## config.mk

```make
export PLATFORM = sky130hd
export DESIGN_NAME = hazard_ctrl
export DESIGN_NICKNAME = d
export VERILOG_FILES = /design/src/rtl/ctrl_pkg.sv /design/src/rtl/sat_counter.sv /design/src/rtl/hazard_ctrl.sv
export SDC_FILE = /design/constraint.sdc
export NUM_CORES = 1
export LEC_CHECK = 0
export ABC_AREA = 0
export ABC_CLOCK_PERIOD_IN_PS = 2770
export BUFFER_PORTS_ARGS = -buffer_cell sky130_fd_sc_hd__buf_2
export CAP_MARGIN = 20
export CORE_UTILIZATION = 45
export CTS_CLUSTER_SIZE = 30
export DETAILED_ROUTE_END_ITERATION = 8
export GPL_ROUTABILITY_DRIVEN = 0
export PLACE_DENSITY = 0.83
export REMOVE_ABC_BUFFERS = 1
export SETUP_SLACK_MARGIN = 0.3
export SLEW_MARGIN = 25
export SYNTH_ARGS = -nofsm -noshare
export SYNTH_HDL_FRONTEND = slang
export SYNTH_SLANG_ARGS = --single-unit
```

## constraint.sdc

```tcl
create_clock -name clk_i -period 2.77 [get_ports clk_i]
set_input_delay 0.277 -clock clk_i [delete_from_list [all_inputs] [get_ports clk_i]]
set_output_delay 0.277 -clock clk_i [all_outputs]
set_load 0.05 [all_outputs]
```

## src/rtl/ctrl_pkg.sv

```systemverilog
// ---------------------------------------------------------------------------
// ctrl_pkg
// Shared definitions for the pipeline sequencing controller:
//   - FSM state encoding (INIT / RUN / DWAIT)
//   - REG_ZERO, the hard-wired zero register, which never creates a hazard
//   - ctrl_t, the bundle of pipeline control outputs, plus canned values
//   - load_use_hazard(), the EX-load versus ID-source comparison
// ---------------------------------------------------------------------------
package ctrl_pkg;

    localparam logic [1:0] ST_INIT  = 2'd0;
    localparam logic [1:0] ST_RUN   = 2'd1;
    localparam logic [1:0] ST_DWAIT = 2'd2;

    localparam logic [4:0] REG_ZERO = 5'd0;

    typedef struct packed {
        logic pc_write;
        logic ifid_write;
        logic if_flush;
        logic id_bubble;
        logic pipe_hold;
    } ctrl_t;

    // Fetch held, IF/ID flushed, bubbles into ID/EX; back end keeps draining.
    localparam ctrl_t CTRL_INIT = '{pc_write: 1'b0, ifid_write: 1'b0, if_flush: 1'b1,
                                    id_bubble: 1'b1, pipe_hold: 1'b0};
    // Whole pipeline frozen while data memory is busy.
    localparam ctrl_t CTRL_FREEZE = '{pc_write: 1'b0, ifid_write: 1'b0, if_flush: 1'b0,
                                      id_bubble: 1'b0, pipe_hold: 1'b1};
    // Hold PC and IF/ID, inject one bubble behind the load.
    localparam ctrl_t CTRL_LOAD_USE = '{pc_write: 1'b0, ifid_write: 1'b0, if_flush: 1'b0,
                                        id_bubble: 1'b1, pipe_hold: 1'b0};
    // Take the redirect and squash the wrong-path fetch.
    localparam ctrl_t CTRL_REDIRECT = '{pc_write: 1'b1, ifid_write: 1'b1, if_flush: 1'b1,
                                        id_bubble: 1'b0, pipe_hold: 1'b0};
    // Fetch not ready: keep PC, feed a NOP into ID so ID does not re-execute.
    localparam ctrl_t CTRL_FETCH_WAIT = '{pc_write: 1'b0, ifid_write: 1'b1, if_flush: 1'b1,
                                          id_bubble: 1'b0, pipe_hold: 1'b0};
    localparam ctrl_t CTRL_NORMAL = '{pc_write: 1'b1, ifid_write: 1'b1, if_flush: 1'b0,
                                      id_bubble: 1'b0, pipe_hold: 1'b0};

    // A load in EX conflicts with ID when its destination is a live source of
    // the ID instruction. rt only counts when ID actually reads it.
    function automatic logic load_use_hazard(
        input logic       ex_mem_read,
        input logic [4:0] ex_rt,
        input logic [4:0] id_rs,
        input logic [4:0] id_rt,
        input logic       id_uses_rt
    );
        return ex_mem_read && (ex_rt != REG_ZERO) &&
               ((ex_rt == id_rs) || (id_uses_rt && (ex_rt == id_rt)));
    endfunction

endpackage

```

## src/rtl/sat_counter.sv

```systemverilog
// ---------------------------------------------------------------------------
// sat_counter
// W-bit up counter that sticks at all-ones. A synchronous clear wins over
// an increment in the same cycle.
//   clk_i  : clock
//   rst_i  : asynchronous active-high reset (count -> 0)
//   inc_i  : count this cycle
//   clr_i  : synchronous clear
//   cnt_o  : current count
// ---------------------------------------------------------------------------
module sat_counter #(
    parameter int W = 16
) (
    input  logic         clk_i,
    input  logic         rst_i,
    input  logic         inc_i,
    input  logic         clr_i,
    output logic [W-1:0] cnt_o
);

    logic [W-1:0] cnt_q;
    logic [W-1:0] cnt_d;

    always_comb begin
        cnt_d = cnt_q;
        if (clr_i) begin
            cnt_d = '0;
        end else if (inc_i && (cnt_q != '1)) begin
            cnt_d = cnt_q + W'(1);
        end
    end

    always_ff @(posedge clk_i or posedge rst_i) begin
        if (rst_i) begin
            cnt_q <= '0;
        end else begin
            cnt_q <= cnt_d;
        end
    end

    assign cnt_o = cnt_q;

endmodule

```

## src/rtl/hazard_ctrl.sv

```systemverilog
// ---------------------------------------------------------------------------
// hazard_ctrl
// Pipeline sequencing controller for the 5-stage core.
//   Inputs : load-use operands (ID_rs_i, ID_rt_i, ID_uses_rt_i, EX_MemRead_i,
//            EX_rt_i), ID redirects (branch_taken_i, jump_i), fetch readiness
//            (imem_ready_i), data memory handshake (dmem_req_i, dmem_ack_i),
//            counter clear (clr_cnt_i).
//   Outputs: PCWrite_o, IF_IDWrite_o, IF_flush_o, ID_bubble_o, pipe_hold_o,
//            all combinational so they settle before the sampling edge;
//            stall_cnt_o / flush_cnt_o saturating performance counters.
// FSM: INIT flushes the front end for FLUSH_CYCLES cycles after reset, RUN is
// normal sequencing, DWAIT freezes everything until data memory acks.
// ---------------------------------------------------------------------------
module hazard_ctrl
    import ctrl_pkg::*;
#(
    parameter int FLUSH_CYCLES = 2,
    parameter int CNT_W        = 16
) (
    input  logic             clk_i,
    input  logic             rst_i,
    input  logic [4:0]       ID_rs_i,
    input  logic [4:0]       ID_rt_i,
    input  logic             ID_uses_rt_i,
    input  logic             EX_MemRead_i,
    input  logic [4:0]       EX_rt_i,
    input  logic             branch_taken_i,
    input  logic             jump_i,
    input  logic             imem_ready_i,
    input  logic             dmem_req_i,
    input  logic             dmem_ack_i,
    input  logic             clr_cnt_i,
    output logic             PCWrite_o,
    output logic             IF_IDWrite_o,
    output logic             IF_flush_o,
    output logic             ID_bubble_o,
    output logic             pipe_hold_o,
    output logic [CNT_W-1:0] stall_cnt_o,
    output logic [CNT_W-1:0] flush_cnt_o
);

    localparam int INIT_W = (FLUSH_CYCLES > 1) ? $clog2(FLUSH_CYCLES) : 1;
    localparam logic [INIT_W-1:0] INIT_LOAD = INIT_W'(FLUSH_CYCLES - 1);

    logic [1:0]        state_q;
    logic [1:0]        state_d;
    logic [INIT_W-1:0] init_cnt_q;
    logic [INIT_W-1:0] init_cnt_d;

    ctrl_t front_ctrl;
    ctrl_t ctrl;
    logic  redirect;
    logic  stall_inc;
    logic  flush_inc;

    // Front-end decision when the back end is not frozen. A load-use stall
    // outranks a redirect: the branch stays in ID and re-resolves next cycle
    // once the load value can be forwarded.
    always_comb begin
        front_ctrl = CTRL_NORMAL;
        redirect   = 1'b0;
        if (load_use_hazard(EX_MemRead_i, EX_rt_i, ID_rs_i, ID_rt_i, ID_uses_rt_i)) begin
            front_ctrl = CTRL_LOAD_USE;
        end else if (branch_taken_i || jump_i) begin
            front_ctrl = CTRL_REDIRECT;
            redirect   = 1'b1;
        end else if (!imem_ready_i) begin
            front_ctrl = CTRL_FETCH_WAIT;
        end
    end

    // State sequencing. In RUN a request without same-cycle ack freezes and
    // moves to DWAIT; DWAIT releases in the ack cycle, where the front end
    // gets its normal decision (a branch held during the freeze acts here).
    always_comb begin
        state_d    = state_q;
        init_cnt_d = init_cnt_q;
        ctrl       = CTRL_INIT;
        flush_inc  = 1'b0;
        case (state_q)
            ST_INIT: begin
                ctrl = CTRL_INIT;
                if (init_cnt_q == '0) begin
                    state_d = ST_RUN;
                end else begin
                    init_cnt_d = init_cnt_q - INIT_W'(1);
                end
            end
            ST_RUN: begin
                if (dmem_req_i && !dmem_ack_i) begin
                    ctrl    = CTRL_FREEZE;
                    state_d = ST_DWAIT;
                end else begin
                    ctrl      = front_ctrl;
                    flush_inc = redirect;
                end
            end
            ST_DWAIT: begin
                if (!dmem_ack_i) begin
                    ctrl = CTRL_FREEZE;
                end else begin
                    ctrl      = front_ctrl;
                    flush_inc = redirect;
                    state_d   = ST_RUN;
                end
            end
            default: begin
                ctrl       = CTRL_INIT;
                state_d    = ST_INIT;
                init_cnt_d = INIT_LOAD;
            end
        endcase
        stall_inc = ((state_q == ST_RUN) || (state_q == ST_DWAIT)) && !ctrl.pc_write;
    end

    always_ff @(posedge clk_i or posedge rst_i) begin
        if (rst_i) begin
            state_q    <= ST_INIT;
            init_cnt_q <= INIT_LOAD;
        end else begin
            state_q    <= state_d;
            init_cnt_q <= init_cnt_d;
        end
    end

    assign PCWrite_o    = ctrl.pc_write;
    assign IF_IDWrite_o = ctrl.ifid_write;
    assign IF_flush_o   = ctrl.if_flush;
    assign ID_bubble_o  = ctrl.id_bubble;
    assign pipe_hold_o  = ctrl.pipe_hold;

    sat_counter #(.W(CNT_W)) u_stall_cnt (
        .clk_i (clk_i),
        .rst_i (rst_i),
        .inc_i (stall_inc),
        .clr_i (clr_cnt_i),
        .cnt_o (stall_cnt_o)
    );

    sat_counter #(.W(CNT_W)) u_flush_cnt (
        .clk_i (clk_i),
        .rst_i (rst_i),
        .inc_i (flush_inc),
        .clr_i (clr_cnt_i),
        .cnt_o (flush_cnt_o)
    );

endmodule

```

==> results.md <==
* Min Tclk post-route at 2290 ps
* Setup_tns at 0 ps
* Reg2reg path depth at 8
* Layout cells sized above 1 at 25.2%
* Power Density at 718 nW/µm²
* Clock buffer depth at 2
* Worst Setup End Kind: flop
* Switching share of total power at 46.6%
* Worst-path clk slew at 70 ps
* Core area at 4440 µm²
* Slew @ Worst Pin at 602 ps
* Critical Path Sink: u_stall_cnt.cnt_o[14]
* GRT Total Usage at 20.9%
* Row cnt at 24
* Synth Instances at 243
* Number of synthesized register bits at 35
* Worst r2r dst: u_stall_cnt.cnt_o[14]
* Violation count after the first detailed-route iteration at 130
* Post-DP HPWL at 3580 µm
* Antenna diodes at 0
* Top FF cell, synth: dfrtp_1
* Lkg Pwr at 1.15 nW
* CTS root buf: clkbuf_8
* Max Cap Viol at 0
* Chip width at 70.7 µm
* Syn avg cell area at 8.74 µm²
* Post-synth ARST share at 100%
* DR WL/cell at 13.8 µm
* CP Launch Type: flop
* Clk_lat worst skew at 290 ps
* Synthesized cell area at 2120 µm²
* Final Skew at 10.4 ps
* DR DRC count at 6
* Sequential element share of the synthesized area at 41.3%
* DR vias at 2059
* NetSw at 0.864 mW
* Largest net degree at the start of global routing at 36
* Status: finished, violations left
* Num CTS Buffers at 5
* Commonest cells after routing, fill and taps aside: buf_2 (60), dfrtp_1 (34), a21oi_1 (33), o21ai_0 (17), or4_1 (16)
* Fin. max-slew vios at 0
* Global route overflow at 0
* FMAX at 0.436 GHz
* Comb power frac at 48.0%
* Total of warnings raised by yosys at 0
* Worst path arrival time at 2510 ps
* Post-synth EDFFs at 0
* Antenna viol nets, final at 0
* Top Ports at 62
* Fillers at 414
* Clock power frac at 19.6%
* Reg-to-reg slack, setup at 480 ps
* Layout area overhead at 21.4%
* Hold Fails Final Rpt at 0
* Worst-path fanout max at 30
* CTS tree: done
* Initial Util at 47.8%
* First-pass GRT wire length at 8380 µm
* Max IR drop VDD at 0.469 mV
* Input/output buffers at 61
* Unrepaired setup endpoints after global routing: no
* Setup Buffers After CTS at 0
* Vias in the first global route at 1956
* Hold slack at 66.3 ps
* Hold Crit Class: in2async
* Crit. Startpoint: state_q[0]
* Reg2reg start: state_q[0]
* CP Class: reg2reg
* Setup violators final at 0
* Failing checks: design-rule violations
* Yosys cell types at 35
* Die area at 5000 µm²
* Worst slew slack as a fraction of its limit at 59.8%
* Drt total wl at 4950 µm
* Fin crit share at 82.8%
* Initial antenna violation count at 0
* Register share of total power at 32.5%
* P_int at 0.988 mW
* DR pass1 iterations at 6
* Vias/cell at 5.75
* Critical path required time at 2990 ps
* Layout Nets at 336
* H-tree depth at 2
* Most common cell after layout, fill and taps aside: buf_2
* Chip Height at 70.7 µm
* Num Clock Sinks at 35
==> state kept, by name, indices dropped and copies added, names as in the netlist <==
| signal | flops |
|---|---|
| init_cnt_q | 1 |
| state_q | 2 |
| u_flush_cnt.cnt_o | 16 |
| u_stall_cnt.cnt_o | 16 |
==> critical path: stages (launching register included) <==
cell and delay [ps]:
dfrtp_1 370, inv_1 80, ha_1 260, o21ai_0 230
a21boi_1 250, o211ai_1 140, o31a_4 220, or4b_1 510
a21oi_1 160
==> synth_stat cells (2+ instances only) <==
library cell / number / area share, %
o21ai_0: 18 / 4.2
nand4_1: 7 / 2.1
dfrtp_1: 34 / 40
or3_1: 14 / 4.1
or4b_1: 2 / 0.94
a21oi_1: 33 / 7.8
o31ai_1: 15 / 5.3
o21ai_1: 2 / 0.47
buf_2: 3 / 0.71
and3_1: 2 / 0.59
or4_1: 16 / 5.7
o211ai_1: 2 / 0.71
nor2_1: 12 / 2.1
or2_2: 2 / 0.59
mux2i_1: 3 / 1.4
inv_1: 12 / 2.1
clkbuf_1: 7 / 1.2
nor3_1: 4 / 0.94
xor2_1: 11 / 4.5
ha_1: 6 / 3.5
nand2_1: 11 / 1.9
nand3_1: 14 / 3.3
==> how the worst min path moves through the flow <==
stage                          from                     to  slack, ps  cells past startpoint
final                         rst_i   u_stall_cnt.cnt_o[9]         70                      3
after global routing          rst_i  u_flush_cnt.cnt_o[11]        140                      3
after CTS                     rst_i   u_stall_cnt.cnt_o[9]         80                      3
after detailed placement      rst_i   u_stall_cnt.cnt_o[9]        400                      3
after global placement        rst_i   u_flush_cnt.cnt_o[5]        400                      3
after floorplan           clr_cnt_i  u_flush_cnt.cnt_o[10]        340                      1
==> layout make-up <==
type	count	area (µm²)	share of cell area, %
inverter	12	45.0	1.75
sequential	35	877	34.0
clock buffer	6	72.6	2.81
timing repair buffer	65	338	13.1
tap	52	65.1	2.52
multi-input combinational	186	1170	45.3
clock inverter	2	12.5	0.485
==> through the flow <==
step	setup WS [ps]	instance area, µm²	std cells	total power [mW]	util (%)
5_1_grt	323	2580	358	1.96	58.1
6_report	475	2580	358	1.85	58.1
2_1_floorplan	203	2080	233	1.24	-
4_1_cts	371	2570	358	1.83	57.8
3_5_place_dp	217	2480	350	1.46	55.9
3_3_place_gp	289	2480	350	1.44	55.9
==> logic make-up (layout without fill, tap and decap cells) <==
group	count (synthesis)	after routing	synth area share (%)
AO/OA/AOI/OAI	78	78	21.6
multiplexers	3	3	1.41
XOR/XNOR	12	12	4.95
adder cells (fa/ha/maj)	6	6	3.53
buffers and inverters	22	85	4.06
flip-flops	35	35	41.3
AND/OR/NAND/NOR	87	87	23.2
==> power groups by stage <==
stage / Sequential, mW / Clock (mW) / Combinational, mW
after floorplan: 0.668 / 0 / 0.568
after global placement: 0.610 / 0 / 0.832
after detailed placement: 0.610 / 0 / 0.854
after CTS: 0.601 / 0.373 / 0.859
after global routing: 0.608 / 0.391 / 0.960
final: 0.602 / 0.362 / 0.888
==> timing repair <==
action | in CTS | in global routing
hold buffers | 0 | 0
cloned | 0 | 0
setup endpoints to repair | 15 | 12
hold endpoints to repair | 0 | 0
gates resized for setup | 1 | 4
==> metal layers <==
layer | share of wire (%) | up-vias | track usage [%]
met4 | 1.7 | 0 | 7.78
met5 | 0 | - | 0
met3 | 4.3 | 12 | 4.84
met1 | 45 | 952 | 26.2
met2 | 49 | 47 | 35.0
li1 | - | 1048 | -
Note: power is estimated with default switching activity, not from simulation.
